$ cat config.mk
export PLATFORM = sky130hd
export DESIGN_NAME = init_sequencer_flat
export DESIGN_NICKNAME = d
export VERILOG_FILES = /design/src/rtl/init_sequencer_if.sv /design/src/rtl/init_sequencer.sv /design/src/flat_wrapper.sv
export SDC_FILE = /design/constraint.sdc
export NUM_CORES = 1
export LEC_CHECK = 0
export ABC_AREA = 1
export BUFFER_PORTS_ARGS = -buffer_cell sky130_fd_sc_hd__buf_2
export CAP_MARGIN = 30
export CORE_UTILIZATION = 43
export DETAILED_ROUTE_END_ITERATION = 6
export GPL_TIMING_DRIVEN = 0
export PLACE_DENSITY = 0.66
export RECOVER_POWER = 50
export SETUP_SLACK_MARGIN = 0.5
export SLEW_MARGIN = 10
export SYNTH_ARGS = -nofsm -noshare
export SYNTH_HDL_FRONTEND = slang
export SYNTH_SLANG_ARGS = --single-unit
$ cat constraint.sdc
create_clock -name clk -period 1.64 [get_ports clk]
set_input_delay 0.082 -clock clk [delete_from_list [all_inputs] [get_ports clk]]
set_output_delay 0.082 -clock clk [all_outputs]
set_load 0.02 [all_outputs]
$ cat src/rtl/init_sequencer_if.sv
// Control-bus side of the 8259-style init sequencer. The master drives the write strobes and
// the latched data byte; the slave returns the decoded ICW/OCW configuration.
interface init_sequencer_if;
  logic       write_ICW_1;
  logic       write_ICW2_4;
  logic       write_OCW1;
  logic       write_OCW2;
  logic       write_OCW3;
  logic [7:0] internal_bus;

  logic       ltim;
  logic       sngl;
  logic       ic4;
  logic [4:0] vector_base;
  logic [7:0] cascade_cfg;
  logic       upm;
  logic       aeoi;
  logic       ms;
  logic       buf_mode;
  logic       sfnm;
  logic [7:0] imr;
  logic       ocw2_valid;
  logic [2:0] ocw2_cmd;
  logic [2:0] ocw2_level;
  logic       rr;
  logic       ris;
  logic       smm;
  logic       poll_pulse;
  logic       init_done;

  modport master (
    output write_ICW_1, write_ICW2_4, write_OCW1, write_OCW2, write_OCW3, internal_bus,
    input  ltim, sngl, ic4, vector_base, cascade_cfg, upm, aeoi, ms, buf_mode, sfnm,
    input  imr, ocw2_valid, ocw2_cmd, ocw2_level, rr, ris, smm, poll_pulse, init_done
  );

  modport slave (
    input  write_ICW_1, write_ICW2_4, write_OCW1, write_OCW2, write_OCW3, internal_bus,
    output ltim, sngl, ic4, vector_base, cascade_cfg, upm, aeoi, ms, buf_mode, sfnm,
    output imr, ocw2_valid, ocw2_cmd, ocw2_level, rr, ris, smm, poll_pulse, init_done
  );
endinterface

$ cat src/rtl/init_sequencer.sv
// 8259-style ICW1..ICW4 initialisation sequencer with OCW1/2/3 handling once READY.
//
// state     | meaning
// UNINIT    | after reset, waiting for ICW1
// WAIT_ICW2 | ICW1 taken, next ICW2_4 write is ICW2
// WAIT_ICW3 | cascade mode, next ICW2_4 write is ICW3
// WAIT_ICW4 | ic4 set, next ICW2_4 write is ICW4
// READY     | initialised, OCW writes accepted
module init_sequencer (
  input  logic               clk,
  input  logic               reset,
  init_sequencer_if.slave    bus_if
);

  typedef enum logic [2:0] {
    UNINIT    = 3'd0,
    WAIT_ICW2 = 3'd1,
    WAIT_ICW3 = 3'd2,
    WAIT_ICW4 = 3'd3,
    READY     = 3'd4
  } state_e;

  state_e     state_q, state_d;

  logic [4:0] strb_now;
  logic [4:0] strb_hist_q;
  logic [4:0] strb_ev;
  logic       ev_icw1, ev_icw24, ev_ocw1, ev_ocw2, ev_ocw3;
  logic [7:0] bus;

  logic       ltim_q, ltim_d;
  logic       sngl_q, sngl_d;
  logic       ic4_q, ic4_d;
  logic [4:0] vector_base_q, vector_base_d;
  logic [7:0] cascade_cfg_q, cascade_cfg_d;
  logic       upm_q, upm_d;
  logic       aeoi_q, aeoi_d;
  logic       ms_q, ms_d;
  logic       buf_mode_q, buf_mode_d;
  logic       sfnm_q, sfnm_d;
  logic [7:0] imr_q, imr_d;
  logic       ocw2_valid_q, ocw2_valid_d;
  logic [2:0] ocw2_cmd_q, ocw2_cmd_d;
  logic [2:0] ocw2_level_q, ocw2_level_d;
  logic       rr_q, rr_d;
  logic       ris_q, ris_d;
  logic       smm_q, smm_d;
  logic       poll_pulse_q, poll_pulse_d;

  // A strobe held high is one write: only the 0->1 transition of the sampled level counts.
  assign strb_now = {bus_if.write_OCW3, bus_if.write_OCW2, bus_if.write_OCW1,
                     bus_if.write_ICW2_4, bus_if.write_ICW_1};
  assign strb_ev  = strb_now & ~strb_hist_q;
  assign ev_icw1  = strb_ev[0];
  assign ev_icw24 = strb_ev[1];
  assign ev_ocw1  = strb_ev[2];
  assign ev_ocw2  = strb_ev[3];
  assign ev_ocw3  = strb_ev[4];
  assign bus      = bus_if.internal_bus;

  always_ff @(posedge clk or posedge reset) begin
    if (reset) begin
      state_q       <= UNINIT;
      strb_hist_q   <= 5'b0;
      ltim_q        <= 1'b0;
      sngl_q        <= 1'b0;
      ic4_q         <= 1'b0;
      vector_base_q <= 5'h00;
      cascade_cfg_q <= 8'h00;
      upm_q         <= 1'b0;
      aeoi_q        <= 1'b0;
      ms_q          <= 1'b0;
      buf_mode_q    <= 1'b0;
      sfnm_q        <= 1'b0;
      imr_q         <= 8'h00;
      ocw2_valid_q  <= 1'b0;
      ocw2_cmd_q    <= 3'd0;
      ocw2_level_q  <= 3'd0;
      rr_q          <= 1'b1;
      ris_q         <= 1'b0;
      smm_q         <= 1'b0;
      poll_pulse_q  <= 1'b0;
    end else begin
      state_q       <= state_d;
      strb_hist_q   <= strb_now;
      ltim_q        <= ltim_d;
      sngl_q        <= sngl_d;
      ic4_q         <= ic4_d;
      vector_base_q <= vector_base_d;
      cascade_cfg_q <= cascade_cfg_d;
      upm_q         <= upm_d;
      aeoi_q        <= aeoi_d;
      ms_q          <= ms_d;
      buf_mode_q    <= buf_mode_d;
      sfnm_q        <= sfnm_d;
      imr_q         <= imr_d;
      ocw2_valid_q  <= ocw2_valid_d;
      ocw2_cmd_q    <= ocw2_cmd_d;
      ocw2_level_q  <= ocw2_level_d;
      rr_q          <= rr_d;
      ris_q         <= ris_d;
      smm_q         <= smm_d;
      poll_pulse_q  <= poll_pulse_d;
    end
  end

  always_comb begin
    state_d       = state_q;
    ltim_d        = ltim_q;
    sngl_d        = sngl_q;
    ic4_d         = ic4_q;
    vector_base_d = vector_base_q;
    cascade_cfg_d = cascade_cfg_q;
    upm_d         = upm_q;
    aeoi_d        = aeoi_q;
    ms_d          = ms_q;
    buf_mode_d    = buf_mode_q;
    sfnm_d        = sfnm_q;
    imr_d         = imr_q;
    ocw2_valid_d  = 1'b0;
    ocw2_cmd_d    = ocw2_cmd_q;
    ocw2_level_d  = ocw2_level_q;
    rr_d          = rr_q;
    ris_d         = ris_q;
    smm_d         = smm_q;
    poll_pulse_d  = 1'b0;

    if (ev_icw1) begin
      // ICW1 restarts initialisation from any state and wins over every other strobe.
      ltim_d     = bus[3];
      sngl_d     = bus[1];
      ic4_d      = bus[0];
      imr_d      = 8'h00;
      smm_d      = 1'b0;
      rr_d       = 1'b1;
      ris_d      = 1'b0;
      upm_d      = 1'b0;
      aeoi_d     = 1'b0;
      ms_d       = 1'b0;
      buf_mode_d = 1'b0;
      sfnm_d     = 1'b0;
      state_d    = WAIT_ICW2;
    end else begin
      case (state_q)
        WAIT_ICW2: begin
          if (ev_icw24) begin
            vector_base_d = bus[7:3];
            if (!sngl_q)    state_d = WAIT_ICW3;
            else if (ic4_q) state_d = WAIT_ICW4;
            else            state_d = READY;
          end
        end
        WAIT_ICW3: begin
          if (ev_icw24) begin
            cascade_cfg_d = bus;
            state_d       = ic4_q ? WAIT_ICW4 : READY;
          end
        end
        WAIT_ICW4: begin
          if (ev_icw24) begin
            upm_d      = bus[0];
            aeoi_d     = bus[1];
            ms_d       = bus[2];
            buf_mode_d = bus[3];
            sfnm_d     = bus[4];
            state_d    = READY;
          end
        end
        READY: begin
          if (ev_ocw1) imr_d = bus;
          // OCW2 and OCW3 in the same cycle is an illegal decode; drop both.
          if (ev_ocw2 && !ev_ocw3) begin
            ocw2_valid_d = 1'b1;
            ocw2_cmd_d   = bus[7:5];
            ocw2_level_d = bus[2:0];
          end
          if (ev_ocw3 && !ev_ocw2) begin
            if (bus[1]) begin
              rr_d  = bus[1];
              ris_d = bus[0];
            end
            if (bus[6]) smm_d = bus[5];
            poll_pulse_d = bus[2];
          end
        end
        default: ;
      endcase
    end
  end

  assign bus_if.ltim        = ltim_q;
  assign bus_if.sngl        = sngl_q;
  assign bus_if.ic4         = ic4_q;
  assign bus_if.vector_base = vector_base_q;
  assign bus_if.cascade_cfg = cascade_cfg_q;
  assign bus_if.upm         = upm_q;
  assign bus_if.aeoi        = aeoi_q;
  assign bus_if.ms          = ms_q;
  assign bus_if.buf_mode    = buf_mode_q;
  assign bus_if.sfnm        = sfnm_q;
  assign bus_if.imr         = imr_q;
  assign bus_if.ocw2_valid  = ocw2_valid_q;
  assign bus_if.ocw2_cmd    = ocw2_cmd_q;
  assign bus_if.ocw2_level  = ocw2_level_q;
  assign bus_if.rr          = rr_q;
  assign bus_if.ris         = ris_q;
  assign bus_if.smm         = smm_q;
  assign bus_if.poll_pulse  = poll_pulse_q;
  assign bus_if.init_done   = (state_q == READY);

endmodule

$ cat src/flat_wrapper.sv
// flat-port wrapper written by rule: the top's interface ports become plain ports
module init_sequencer_flat 
  (clk, reset, bus_if_write_ICW_1, bus_if_write_ICW2_4, bus_if_write_OCW1, bus_if_write_OCW2, bus_if_write_OCW3, bus_if_internal_bus, bus_if_ltim, bus_if_sngl, bus_if_ic4, bus_if_vector_base, bus_if_cascade_cfg, bus_if_upm, bus_if_aeoi, bus_if_ms, bus_if_buf_mode, bus_if_sfnm, bus_if_imr, bus_if_ocw2_valid, bus_if_ocw2_cmd, bus_if_ocw2_level, bus_if_rr, bus_if_ris, bus_if_smm, bus_if_poll_pulse, bus_if_init_done);
  init_sequencer_if bus_if_i ();
  input  logic clk;
  input  logic reset;
  input wire logic [$bits(bus_if_i.write_ICW_1)-1:0] bus_if_write_ICW_1;
  input wire logic [$bits(bus_if_i.write_ICW2_4)-1:0] bus_if_write_ICW2_4;
  input wire logic [$bits(bus_if_i.write_OCW1)-1:0] bus_if_write_OCW1;
  input wire logic [$bits(bus_if_i.write_OCW2)-1:0] bus_if_write_OCW2;
  input wire logic [$bits(bus_if_i.write_OCW3)-1:0] bus_if_write_OCW3;
  input wire logic [$bits(bus_if_i.internal_bus)-1:0] bus_if_internal_bus;
  output wire logic [$bits(bus_if_i.ltim)-1:0] bus_if_ltim;
  output wire logic [$bits(bus_if_i.sngl)-1:0] bus_if_sngl;
  output wire logic [$bits(bus_if_i.ic4)-1:0] bus_if_ic4;
  output wire logic [$bits(bus_if_i.vector_base)-1:0] bus_if_vector_base;
  output wire logic [$bits(bus_if_i.cascade_cfg)-1:0] bus_if_cascade_cfg;
  output wire logic [$bits(bus_if_i.upm)-1:0] bus_if_upm;
  output wire logic [$bits(bus_if_i.aeoi)-1:0] bus_if_aeoi;
  output wire logic [$bits(bus_if_i.ms)-1:0] bus_if_ms;
  output wire logic [$bits(bus_if_i.buf_mode)-1:0] bus_if_buf_mode;
  output wire logic [$bits(bus_if_i.sfnm)-1:0] bus_if_sfnm;
  output wire logic [$bits(bus_if_i.imr)-1:0] bus_if_imr;
  output wire logic [$bits(bus_if_i.ocw2_valid)-1:0] bus_if_ocw2_valid;
  output wire logic [$bits(bus_if_i.ocw2_cmd)-1:0] bus_if_ocw2_cmd;
  output wire logic [$bits(bus_if_i.ocw2_level)-1:0] bus_if_ocw2_level;
  output wire logic [$bits(bus_if_i.rr)-1:0] bus_if_rr;
  output wire logic [$bits(bus_if_i.ris)-1:0] bus_if_ris;
  output wire logic [$bits(bus_if_i.smm)-1:0] bus_if_smm;
  output wire logic [$bits(bus_if_i.poll_pulse)-1:0] bus_if_poll_pulse;
  output wire logic [$bits(bus_if_i.init_done)-1:0] bus_if_init_done;
  assign bus_if_i.write_ICW_1 = bus_if_write_ICW_1;
  assign bus_if_i.write_ICW2_4 = bus_if_write_ICW2_4;
  assign bus_if_i.write_OCW1 = bus_if_write_OCW1;
  assign bus_if_i.write_OCW2 = bus_if_write_OCW2;
  assign bus_if_i.write_OCW3 = bus_if_write_OCW3;
  assign bus_if_i.internal_bus = bus_if_internal_bus;
  assign bus_if_ltim = bus_if_i.ltim;
  assign bus_if_sngl = bus_if_i.sngl;
  assign bus_if_ic4 = bus_if_i.ic4;
  assign bus_if_vector_base = bus_if_i.vector_base;
  assign bus_if_cascade_cfg = bus_if_i.cascade_cfg;
  assign bus_if_upm = bus_if_i.upm;
  assign bus_if_aeoi = bus_if_i.aeoi;
  assign bus_if_ms = bus_if_i.ms;
  assign bus_if_buf_mode = bus_if_i.buf_mode;
  assign bus_if_sfnm = bus_if_i.sfnm;
  assign bus_if_imr = bus_if_i.imr;
  assign bus_if_ocw2_valid = bus_if_i.ocw2_valid;
  assign bus_if_ocw2_cmd = bus_if_i.ocw2_cmd;
  assign bus_if_ocw2_level = bus_if_i.ocw2_level;
  assign bus_if_rr = bus_if_i.rr;
  assign bus_if_ris = bus_if_i.ris;
  assign bus_if_smm = bus_if_i.smm;
  assign bus_if_poll_pulse = bus_if_i.poll_pulse;
  assign bus_if_init_done = bus_if_i.init_done;
  init_sequencer u_core (.clk(clk), .reset(reset), .bus_if(bus_if_i));
endmodule
==> results of run 1 <==
-- area by class of cell --
type,instances,area (sq um),area share (%)
multi-input cells,138,806,28.8
inverters,27,113,4.03
plain buffers,6,67.6,2.42
repair buffers,72,467,16.7
well taps,52,65.1,2.33
flip-flops and latches,47,1180,42.2
clock buffers,8,100,3.58
-- layer usage --
layer	vias to the layer above	routed length [um]
met2	34	2310
met4	0	87
li1	833	-
met3	6	209
met1	804	2170
met5	-	0
-- power groups by stage --
stage | registers (W) | clock network, W | logic, W
final | 0.00172 | 0.000772 | 0.00169
after global routing | 0.00176 | 0.000837 | 0.00184
after CTS | 0.00169 | 0.000795 | 0.00154
after detailed placement | 0.00173 | 0 | 0.00145
after global placement | 0.00173 | 0 | 0.00142
after floorplan | 0.00209 | 0 | 0.000623
-- registers in the layout, summed over array words and instances, names as in the netlist --
name and flops:
u_core.bus_if.sngl 1, u_core.bus_if.ocw2_valid 1, u_core.bus_if.ic4 1, u_core.state_q 3, u_core.bus_if.poll_pulse 1, u_core.bus_if.ocw2_level 3, u_core.bus_if.ms 1, u_core.strb_hist_q 5
u_core.bus_if.smm 1, u_core.bus_if.vector_base 5, u_core.bus_if.cascade_cfg 8, u_core.bus_if.ocw2_cmd 3, u_core.bus_if.ltim 1, u_core.bus_if.buf_mode 1, u_core.bus_if.aeoi 1, u_core.bus_if.ris 1
u_core.bus_if.imr 8, u_core.bus_if.sfnm 1, u_core.bus_if.upm 1
-- worst max-delay path: cells and delay by family, from the launching register on --
family / cells / cell delay (ps)
compound gates: 1 / 50
simple gates: 4 / 500
flops: 1 / 360
buf+inv: 2 / 230
-- placed cells by master (no fill, tap or decap), drive strengths merged --
cell | synthesis | layout
nand2 | 76 | 77
buf | 5 | 51
dfrtp | 47 | 47
clkbuf | 1 | 29
o21ai | 29 | 29
inv | 27 | 26
nand3 | 18 | 18
nor2 | 12 | 12
dlygate4sd3 | 0 | 6
nor3 | 1 | 1
clkinvlp | 0 | 1
conb | 1 | 1
-- metrics by stage --
step                      area, sq um  util [%]  setup WS (ps)  hold slack [ps]
final                            2800      63.0            385             31.7
after global routing             2800      63.0            344             26.1
after CTS                        2620      59.0            392             32.2
after detailed placement         2410      54.3            322              114
after global placement           2390      53.8            352              204
after floorplan                  2060         -            446              105
-- cells by family (layout without fill, tap and decap cells) --
kind of cell | after synthesis | count (layout) | share of synthesized area, %
compound gates | 29 | 29 | 9.75
other cells | 1 | 1 | 0.185
simple gates | 107 | 108 | 24.4
flops | 47 | 47 | 58.0
buf+inv | 33 | 113 | 7.59
-- what timing repair did --
item / in CTS / in global routing
setup buffers: 5 / 4
setup endpoints to repair: 31 / 41
resized for setup: 6 / 38
pin swaps: 4 / 5
hold buffers: 6 / 0
endpoints found under the hold margin: 23 / 0
cloned: 0 / 3
-- final timing paths --
path                                      startpoint                           end  slack [ps]  cells past startpoint
setup / recovery               u_core.strb_hist_q[1]  u_core.bus_if.cascade_cfg[6]         390                      7
hold / removal                bus_if_internal_bus[7]          u_core.bus_if.imr[7]          30                      3
setup reg to reg               u_core.strb_hist_q[1]  u_core.bus_if.cascade_cfg[6]         390                      7
hold reg to reg            u_core.bus_if.ocw2_cmd[0]     u_core.bus_if.ocw2_cmd[0]         490                      2
max in group asynchronous                      reset             u_core.state_q[0]         600                      4
min in group asynchronous                      reset        u_core.bus_if.buf_mode         440                      3
==> flow_metrics.py, run 1 <==
metrics = {
    "worst_setup_path": {
        "cp_cell_sequence": "inv_1, nand2_2, nor2_4, nand2_4, buf_12, nand2_1, o21ai_2",
        "max_stage_delay_ps": 360,
        "startpoint_type": "flop",
        "crit_path_max_fanout": 8,
        "critPathArrivalTime_ps": 1460,
        "crit_type": "reg2reg",
        "critPathSlowestCell": "dfrtp_1",
        "crit_required_ps": 1840,
        "cp-end-kind": "flop",
    },
    "cells_and_area": {
        "layout.cells.non_filler": 350,
        "syn2layout_area_growth_pct": 38.0,
        "drive_above_1_share_pct": 38.9,
        "diodes": 0,
        "fill_cells": 400,
        "nets": 312,
    },
    "logic_synthesis": {
        "ys_seq_elements": 47,
        "async_flop_share_pct": 100,
        "synth_ff_type": "dfrtp_1",
        "ys_warn_count": 0,
        "netlist_area_sq_um": 2030,
        "synth_edf_count": 0,
        "mappedNetlistNets": 232,
        "yosys-top-cells-area": "dfrtp_1 (58%), nand2_1 (12%), o21ai_2 (6.0%)",
        "synth.distinct_cells": 21,
        "synth_top_area_share_pct": 58.0,
        "yosysMostFrequentCell": "nand2_1",
        "syn_inst": 217,
        "syn_area_per_cell_sq_um": 9.34,
        "synth_top_cell_by_area": "dfrtp_1",
        "synth_seq_area_share_pct": 58.0,
        "yosys-top-cells-count": "nand2_1 (66), dfrtp_1 (47), inv_1 (25)",
    },
    "status": {
        "status": "finished, violations left",
        "violations": "design-rule violations",
    },
    "routing": {
        "via_per_inst": 4.79,
        "drc": 8,
        "totalWireLength_mm": 4.78,
        "num_vias": 1677,
        "first_iter_violations": 109,
        "drtPass1Iterations": 6,
        "ant_nets": 0,
        "wire_per_inst_um": 13.6,
    },
    "global_route": {
        "grt_use_met2_pct": 30.3,
        "first_global_vias": 1535,
        "antenna_found_initial": 0,
        "busiest_layer": "met2",
        "use_met3_pct": 5.70,
        "grt_first_pass_wirelength_mm": 7.31,
        "overflow": 0,
        "grtUsageMet1_pct": 25.5,
        "grtUsageTotal_pct": 19.5,
        "grt_max_degree": 30,
    },
    "timing": {
        "slew_violations": 0,
        "fin_crit_sh_pct": 76.5,
        "finalHoldViolCount": 0,
        "relSlewSlack_pct": 42.4,
        "setup_tns_ps": 0,
        "period_needed_ps": 1250,
        "setup-violations-final": 0,
        "rsz0062_at_grt": "yes",
        "clock_skew_ps": 5.69,
        "fmax_mhz": 797,
        "worst_slew_pin_slew_ps": 859,
    },
    "clock_tree": {
        "cts_buffers": 5,
        "h-tree-depth": 2,
        "cts_root_buf": "clkbuf_8",
        "tritoncts": "yes",
        "clock_path_buffers": 2,
        "clk_latency_ps": 310,
        "clkSinkCount": 47,
        "clk_pin_slew_worst_paths_ps": 90,
    },
    "floorplan": {
        "coreArea_sq_um": 4440,
        "initial_utilization_pct": 45.6,
        "io_pins": 56,
        "fp-row-count": 24,
        "dieArea_sq_um": 4990,
        "die_y_um": 70.7,
        "die_width_um": 70.7,
    },
    "placement": {
        "gp_congestion": 0.789,
        "portBuffers": 54,
        "hpwlAfterDp_mm": 3.16,
        "placedCellCount": 324,
    },
    "min_path": {
        "hp-class": "in2reg",
    },
    "power": {
        "pwr-share-seq_pct": 41.1,
        "p_comb_share_pct": 40.4,
        "power_density_nw_per_um2": 1490,
        "ir_worst_vdd_uv": 885,
        "p_leak_nw": 1.54,
        "swShare_pct": 40.1,
        "p_total_w": 0.00418,
        "clkPwrFrac_pct": 18.5,
        "p_switching_w": 0.00168,
        "internal_power_w": 0.00250,
    },
    "run": {
        "cap_violations": 0,
    },
}
Note: power is estimated with default switching activity, not from simulation.
==> run 2: changes to the inputs <==
- ABC_AREA: 1 -> 0
- PLACE_DENSITY: 0.66 -> 0.69
- clock period: 1.64 -> 1.1 ns (I/O delays scaled with it)
==> run 2 against run 1 <==
Effect of this change:
- sequential power rose by 38%
- combinational power rose by 52%
- maximum frequency fell by 23%
- design area rose by 15%
- critical path depth fell by 2
- clock skew fell by 3.4 ps
- routed wire length rose by 16%
- first-iteration DRC count fell by 4.6%
- setup slack got worse by 910 ps
- core utilization rose by 15 points
- sequential share of layout area fell by 5.5 points
- the run ends with negative hold slack, negative setup slack left
- die area fell by 6.1%
==> flow_metrics.py, run 2 <==
metrics = {
    "logic_synthesis": {
        "ys_warn_count": 0,
        "yosys-top-cells-count": "dfrtp_1 (47), mux2_2 (21), nor2_1 (17)",
        "async_flop_share_pct": 100,
        "ys_seq_elements": 47,
        "yosys-top-cells-area": "dfrtp_1 (62%), mux2_2 (12%), mux2i_1 (7.9%)",
        "synth_top_cell_by_area": "dfrtp_1",
        "synth_seq_area_share_pct": 61.9,
        "syn_area_per_cell_sq_um": 13.5,
        "netlist_area_sq_um": 1900,
        "synth_ff_type": "dfrtp_1",
        "yosysMostFrequentCell": "dfrtp_1",
        "syn_inst": 141,
        "synth_edf_count": 0,
        "synth_top_area_share_pct": 61.9,
        "synth.distinct_cells": 28,
        "mappedNetlistNets": 156,
    },
    "min_path": {
        "hp-class": "in2async",
    },
    "timing": {
        "fin_crit_sh_pct": 148,
        "setup_tns_ps": -17290,
        "rsz0062_at_grt": "yes",
        "setup-violations-final": 43,
        "slew_violations": 0,
        "period_needed_ps": 1620,
        "setup_slack_ps": -523,
        "fmax_mhz": 616,
        "hold_slack_ps": -208,
        "worst_slew_pin_slew_ps": 1090,
        "relSlewSlack_pct": 27.2,
        "clock_skew_ps": 2.32,
        "finalHoldViolCount": 22,
    },
    "routing": {
        "drtPass1Iterations": 4,
        "drc": 0,
        "totalWireLength_mm": 5.54,
        "first_iter_violations": 104,
        "via_per_inst": 5.18,
        "ant_nets": 0,
        "num_vias": 1548,
        "wire_per_inst_um": 18.5,
    },
    "cells_and_area": {
        "nets": 264,
        "layout_common_cells": "buf_6 (61), dfrtp_1 (46), buf_4 (24)",
        "drive_above_1_share_pct": 61.4,
        "layout_commonest_cell": "buf_6",
        "diodes": 0,
        "syn2layout_area_growth_pct": 69.1,
    },
    "global_route": {
        "antenna_found_initial": 0,
        "grtUsageTotal_pct": 25.3,
        "grt_max_degree": 25,
        "overflow": 0,
        "grt_first_pass_wirelength_mm": 8.10,
        "first_global_vias": 1599,
    },
    "power": {
        "power_density_nw_per_um2": 1860,
        "swShare_pct": 32.5,
        "clkPwrFrac_pct": 17.3,
        "p_leak_nw": 1.67,
        "ir_worst_vdd_uv": 1340,
        "p_comb_share_pct": 43.1,
        "internal_power_w": 0.00403,
        "pwr-share-seq_pct": 39.7,
        "p_switching_w": 0.00195,
    },
    "status": {
        "violations": "negative hold slack, negative setup slack",
        "status": "finished, violations left",
    },
    "floorplan": {
        "die_y_um": 68.5,
        "coreArea_sq_um": 4120,
        "die_width_um": 68.5,
        "dieArea_sq_um": 4690,
        "fp-row-count": 23,
        "io_pins": 56,
        "initial_utilization_pct": 46.2,
    },
    "clock_tree": {
        "clk_latency_ps": 300,
        "clk_pin_slew_worst_paths_ps": 80,
        "cts_hold_buf": 5,
        "cts_root_buf": "clkbuf_8",
        "clock_path_buffers": 2,
        "tritoncts": "yes",
        "cts_buffers": 5,
        "clkSinkCount": 47,
        "h-tree-depth": 2,
    },
    "worst_setup_path": {
        "crit_type": "reg2reg",
        "crit_path_max_fanout": 4,
        "critPathArrivalTime_ps": 1810,
        "cp-end-kind": "flop",
        "crit_required_ps": 1280,
        "critPathSlowestCell": "dfrtp_1",
        "max_stage_delay_ps": 420,
        "cp_cell_sequence": "nor3b_4, nand2_2, nor3_4, buf_4, mux2_2",
        "startpoint_type": "flop",
    },
    "placement": {
        "hpwlAfterDp_mm": 2.91,
        "gp_congestion": 0.787,
        "portBuffers": 54,
        "dpl_worst_slack_ps": -709,
    },
    "run": {
        "cap_violations": 0,
    },
}
[run 2: cell count changes in the layout (fill, tap and decap cells not counted), moves of 7 or more]
cell      delta
nand2_2      -7
nand2_4      -9
mux2_4      +15
o21ai_2     -16
nand2_1     -57
mux2i_1     +15
clkbuf_1    -17
buf_6       +56
buf_2       -23
nor2_1      +10
o21ai_0      -9
inv_1       -21
nand3_1     -11
buf_4       +18
[run 2: area by class of cell]
cell class	count	area (sq um)
Fill cell	239	902
Inverter	4	18.8
Buffer	7	77.6
Sequential cell	47	1180
Timing Repair Buffer	100	937
Tap cell	50	62.6
Clock buffer	6	82.6
Clock inverter	1	5.00
Timing Repair inverter	1	5.00
Multi-Input combinational cell	83	847
[run 2: cell families after synthesis]
group / count (synthesis) / synth area share, %
AOI/OAI and AO/OA: 7 / 2.37
buffers and inverters: 11 / 2.96
DFF: 47 / 61.9
muxes: 36 / 20.3
other: 1 / 0.197
and+or+nand+nor: 39 / 12.2
[run 2: power groups by stage]
stage	Combinational, W	Sequential, W	Clock (W)
after CTS	0.00236	0.00236	0.00106
final	0.00257	0.00237	0.00103
after detailed placement	0.00150	0.00231	0
after global routing	0.00270	0.00241	0.00112
after floorplan	0.000582	0.00271	0
after global placement	0.00145	0.00228	0
[run 2: worst paths after layout]
check | start | to | slack, ps | cells after the start
worst min register to register | u_core.bus_if.ocw2_cmd[0] | u_core.bus_if.ocw2_cmd[0] | 540 | 1
worst max register to register | u_core.state_q[2] | u_core.bus_if.cascade_cfg[1] | -520 | 5
worst min-delay path | reset | u_core.bus_if.ocw2_level[0] | -210 | 2
min in group clk | bus_if_internal_bus[4] | u_core.bus_if.vector_base[1] | 40 | 2
max in group asynchronous | reset | u_core.strb_hist_q[4] | 370 | 3
worst max-delay path | u_core.state_q[2] | u_core.bus_if.cascade_cfg[1] | -520 | 5
[run 2: through the flow]
| step | utilization (%) | area [sq um] | hold WS (ps) | std cells | total power [W] |
|---|---|---|---|---|---|
| after floorplan | - | 1930 | 78.3 | 141 | 0.00329 |
| after global placement | 55.0 | 2260 | 175 | 245 | 0.00374 |
| after detailed placement | 55.0 | 2260 | 180 | 245 | 0.00381 |
| after CTS | 73.9 | 3040 | -156 | 286 | 0.00578 |
| after global routing | 78.1 | 3210 | -177 | 299 | 0.00623 |
| final | 78.1 | 3210 | -208 | 299 | 0.00598 |
[run 2: critical path, delay by kind of cell, from the launching register on]
kind | cells | cell delay [ps]
buf+inv | 1 | 160
simple gates | 3 | 600
mux | 1 | 330
flops | 1 | 420
[run 2: repair_timing]
action,in CTS,in global routing
pin swaps,11,8
endpoints found under the setup margin,83,82
hold endpoints to repair,35,34
setup buffers,28,12
cloned,1,0
resized for setup,122,20
[run 2: routing by layer]
layer / track usage (%) / up-vias / part of all wire (%)
met3: 5.67 / 13 / 4.7
li1: - / 700 / -
met5: 0 / - / 0
met1: 31.6 / 787 / 43
met4: 10.2 / 0 / 2.2
met2: 42.2 / 48 / 50
==> run 3: changes to the inputs <==
- BUFFER_PORTS_ARGS: -buffer_cell sky130_fd_sc_hd__buf_2 -> -buffer_cell sky130_fd_sc_hd__buf_4
- CTS_BUF_LIST: default -> sky130_fd_sc_hd__clkbuf_4 sky130_fd_sc_hd__clkbuf_8 sky130_fd_sc_hd__clkbuf_16
- HOLD_SLACK_MARGIN: default -> 0.06
==> run 3 against run 2 <==
Effect of this change:
- the flow still finishes with violations (negative hold slack, negative setup slack)
- sequential share of layout area decreased by 0.60 points
- setup slack got worse by 18 ps
- maximum frequency decreased by 1.1%
- largest power group unchanged
==> flow_metrics.py, run 3 (same netlist as run 2, synthesis figures left out) <==
metrics = {
    "status": {
        "status": "finished, violations left",
        "violations": "negative hold slack, negative setup slack",
    },
    "worst_setup_path": {
        "crit_required_ps": 1290,
        "startpoint_type": "flop",
        "reg2reg_from": "u_core.state_q[2]",
        "r2r_cells": 5,
        "cp-end-kind": "flop",
        "crit_path_max_fanout": 3,
        "crit_type": "reg2reg",
        "crit_start": "u_core.state_q[2]",
        "rrSetupSlack_ps": -540,
        "critPathArrivalTime_ps": 1830,
    },
    "global_route": {
        "grtUsageTotal_pct": 26.4,
        "grt_max_degree": 25,
        "overflow": 0,
        "first_global_vias": 1653,
        "grt_first_pass_wirelength_mm": 8.45,
        "antenna_found_initial": 0,
    },
    "timing": {
        "clock_skew_ps": 11.6,
        "period_needed_ps": 1640,
        "rsz0062_at_grt": "yes",
        "finalHoldViolCount": 6,
        "worst_slew_pin_slew_ps": 1080,
        "hold_slack_ps": -239,
        "fin_crit_sh_pct": 149,
        "relSlewSlack_pct": 27.8,
        "slew_violations": 0,
        "fmax_mhz": 609,
        "setup_slack_ps": -541,
        "setup-violations-final": 43,
    },
    "clock_tree": {
        "cts_hold_buf": 5,
        "cts_root_buf": "clkbuf_8",
        "clock_path_buffers": 2,
        "clkSinkCount": 47,
        "clk_latency_ps": 300,
        "clk_pin_slew_worst_paths_ps": 90,
        "tritoncts": "yes",
        "h-tree-depth": 2,
        "cts_buffers": 5,
    },
    "placement": {
        "placedCellCount": 245,
        "portBuffers": 54,
        "place_area_sq_um": 2400,
        "hpwlAfterDp_mm": 2.81,
        "gp_congestion": 0.762,
    },
    "cells_and_area": {
        "syn2layout_area_growth_pct": 71.9,
        "fill_cells": 232,
        "final_area_sq_um": 3270,
        "layout_commonest_cell": "buf_6",
        "drive_above_1_share_pct": 62.3,
        "nets": 261,
        "layout.cells.non_filler": 297,
        "fin_util_pct": 79.4,
        "layout_common_cells": "buf_6 (58), dfrtp_1 (46), buf_4 (35)",
        "diodes": 0,
    },
    "routing": {
        "drc": 0,
        "totalWireLength_mm": 5.88,
        "ant_nets": 0,
        "via_per_inst": 5.20,
        "wire_per_inst_um": 19.8,
        "drtPass1Iterations": 4,
        "num_vias": 1543,
        "first_iter_violations": 108,
    },
    "floorplan": {
        "dieArea_sq_um": 4690,
        "fp-row-count": 23,
        "die_width_um": 68.5,
        "initial_utilization_pct": 46.2,
        "coreArea_sq_um": 4120,
        "die_y_um": 68.5,
        "io_pins": 56,
    },
    "power": {
        "p_total_w": 0.00632,
        "p_leak_nw": 1.67,
        "power_density_nw_per_um2": 1930,
        "ir_worst_vdd_uv": 1570,
    },
    "min_path": {
        "hp-class": "in2async",
    },
    "run": {
        "cap_violations": 0,
    },
}
run 3: cell count changes in the layout (fill, tap and decap cells not counted), moves of 2 or more:
cell,previous run,this run
mux2_4,15,12
mux2i_1,15,13
buf_4,24,35
buf_2,13,0
buf_6,61,58
mux2_2,6,9
mux2i_2,0,2
run 3: per-layer routing:
metal,vias up,share of wire [%],global-route usage (%),routed length (um)
met5,-,0,0,0
met4,0,2.2,11.7,128
met3,13,5.6,8.50,332
li1,693,-,-,-
met1,778,43,32.0,2520
met2,59,49,42.6,2900
run 3: path summary, 6_finish.rpt:
path / endpoint
setup / recovery: u_core.bus_if.cascade_cfg[3]
max in group asynchronous: u_core.strb_hist_q[4]
setup reg to reg: u_core.bus_if.cascade_cfg[3]
hold / removal: u_core.bus_if.upm
min in group clk: u_core.bus_if.sngl
hold reg to reg: u_core.bus_if.ocw2_cmd[2]
run 3: layout make-up:
type	count	area [sq um]	area share [%]
Sequential cell	47	1180	36.0
Clock buffer	6	82.6	2.53
Tap cell	50	62.6	1.91
Inverter	4	18.8	0.574
Multi-Input combinational cell	83	848	26.0
Clock inverter	2	35.0	1.07
Buffer	7	82.6	2.53
Timing Repair Buffer	97	955	29.2
Timing Repair inverter	1	5.00	0.153
run 3: metrics by stage:
stage	worst slack [ps]	hold slack (ps)	setup TNS, ps
floorplan	-439	78.3	-12700
global placement	-638	172	-15760
detailed placement	-671	175	-17280
CTS	-493	-175	-12820
global route	-563	-239	-19310
finish	-541	-239	-17250
run 3: timing repair:
action	CTS	global route
endpoints found under the hold margin	85	71
resized for setup	83	15
pin swaps	12	12
buffers inserted	26	10
endpoints found under the setup margin	83	82
cloned	2	0
run 3: worst max-delay path, stage by stage, from the launching register on:
cell,delay [ps]
dfrtp_1,420
nor3b_4,320
nand2_2,120
nor3_4,160
buf_4,160
mux2_2,350
run 3: where the power goes:
group	leakage [nW]	internal (W)	total, W	switching, W
sequential	0.610	0.00209	0.00239	0.000297
clock	0.0612	0.000736	0.00132	0.000586
combinational	0.995	0.00146	0.00261	0.00115
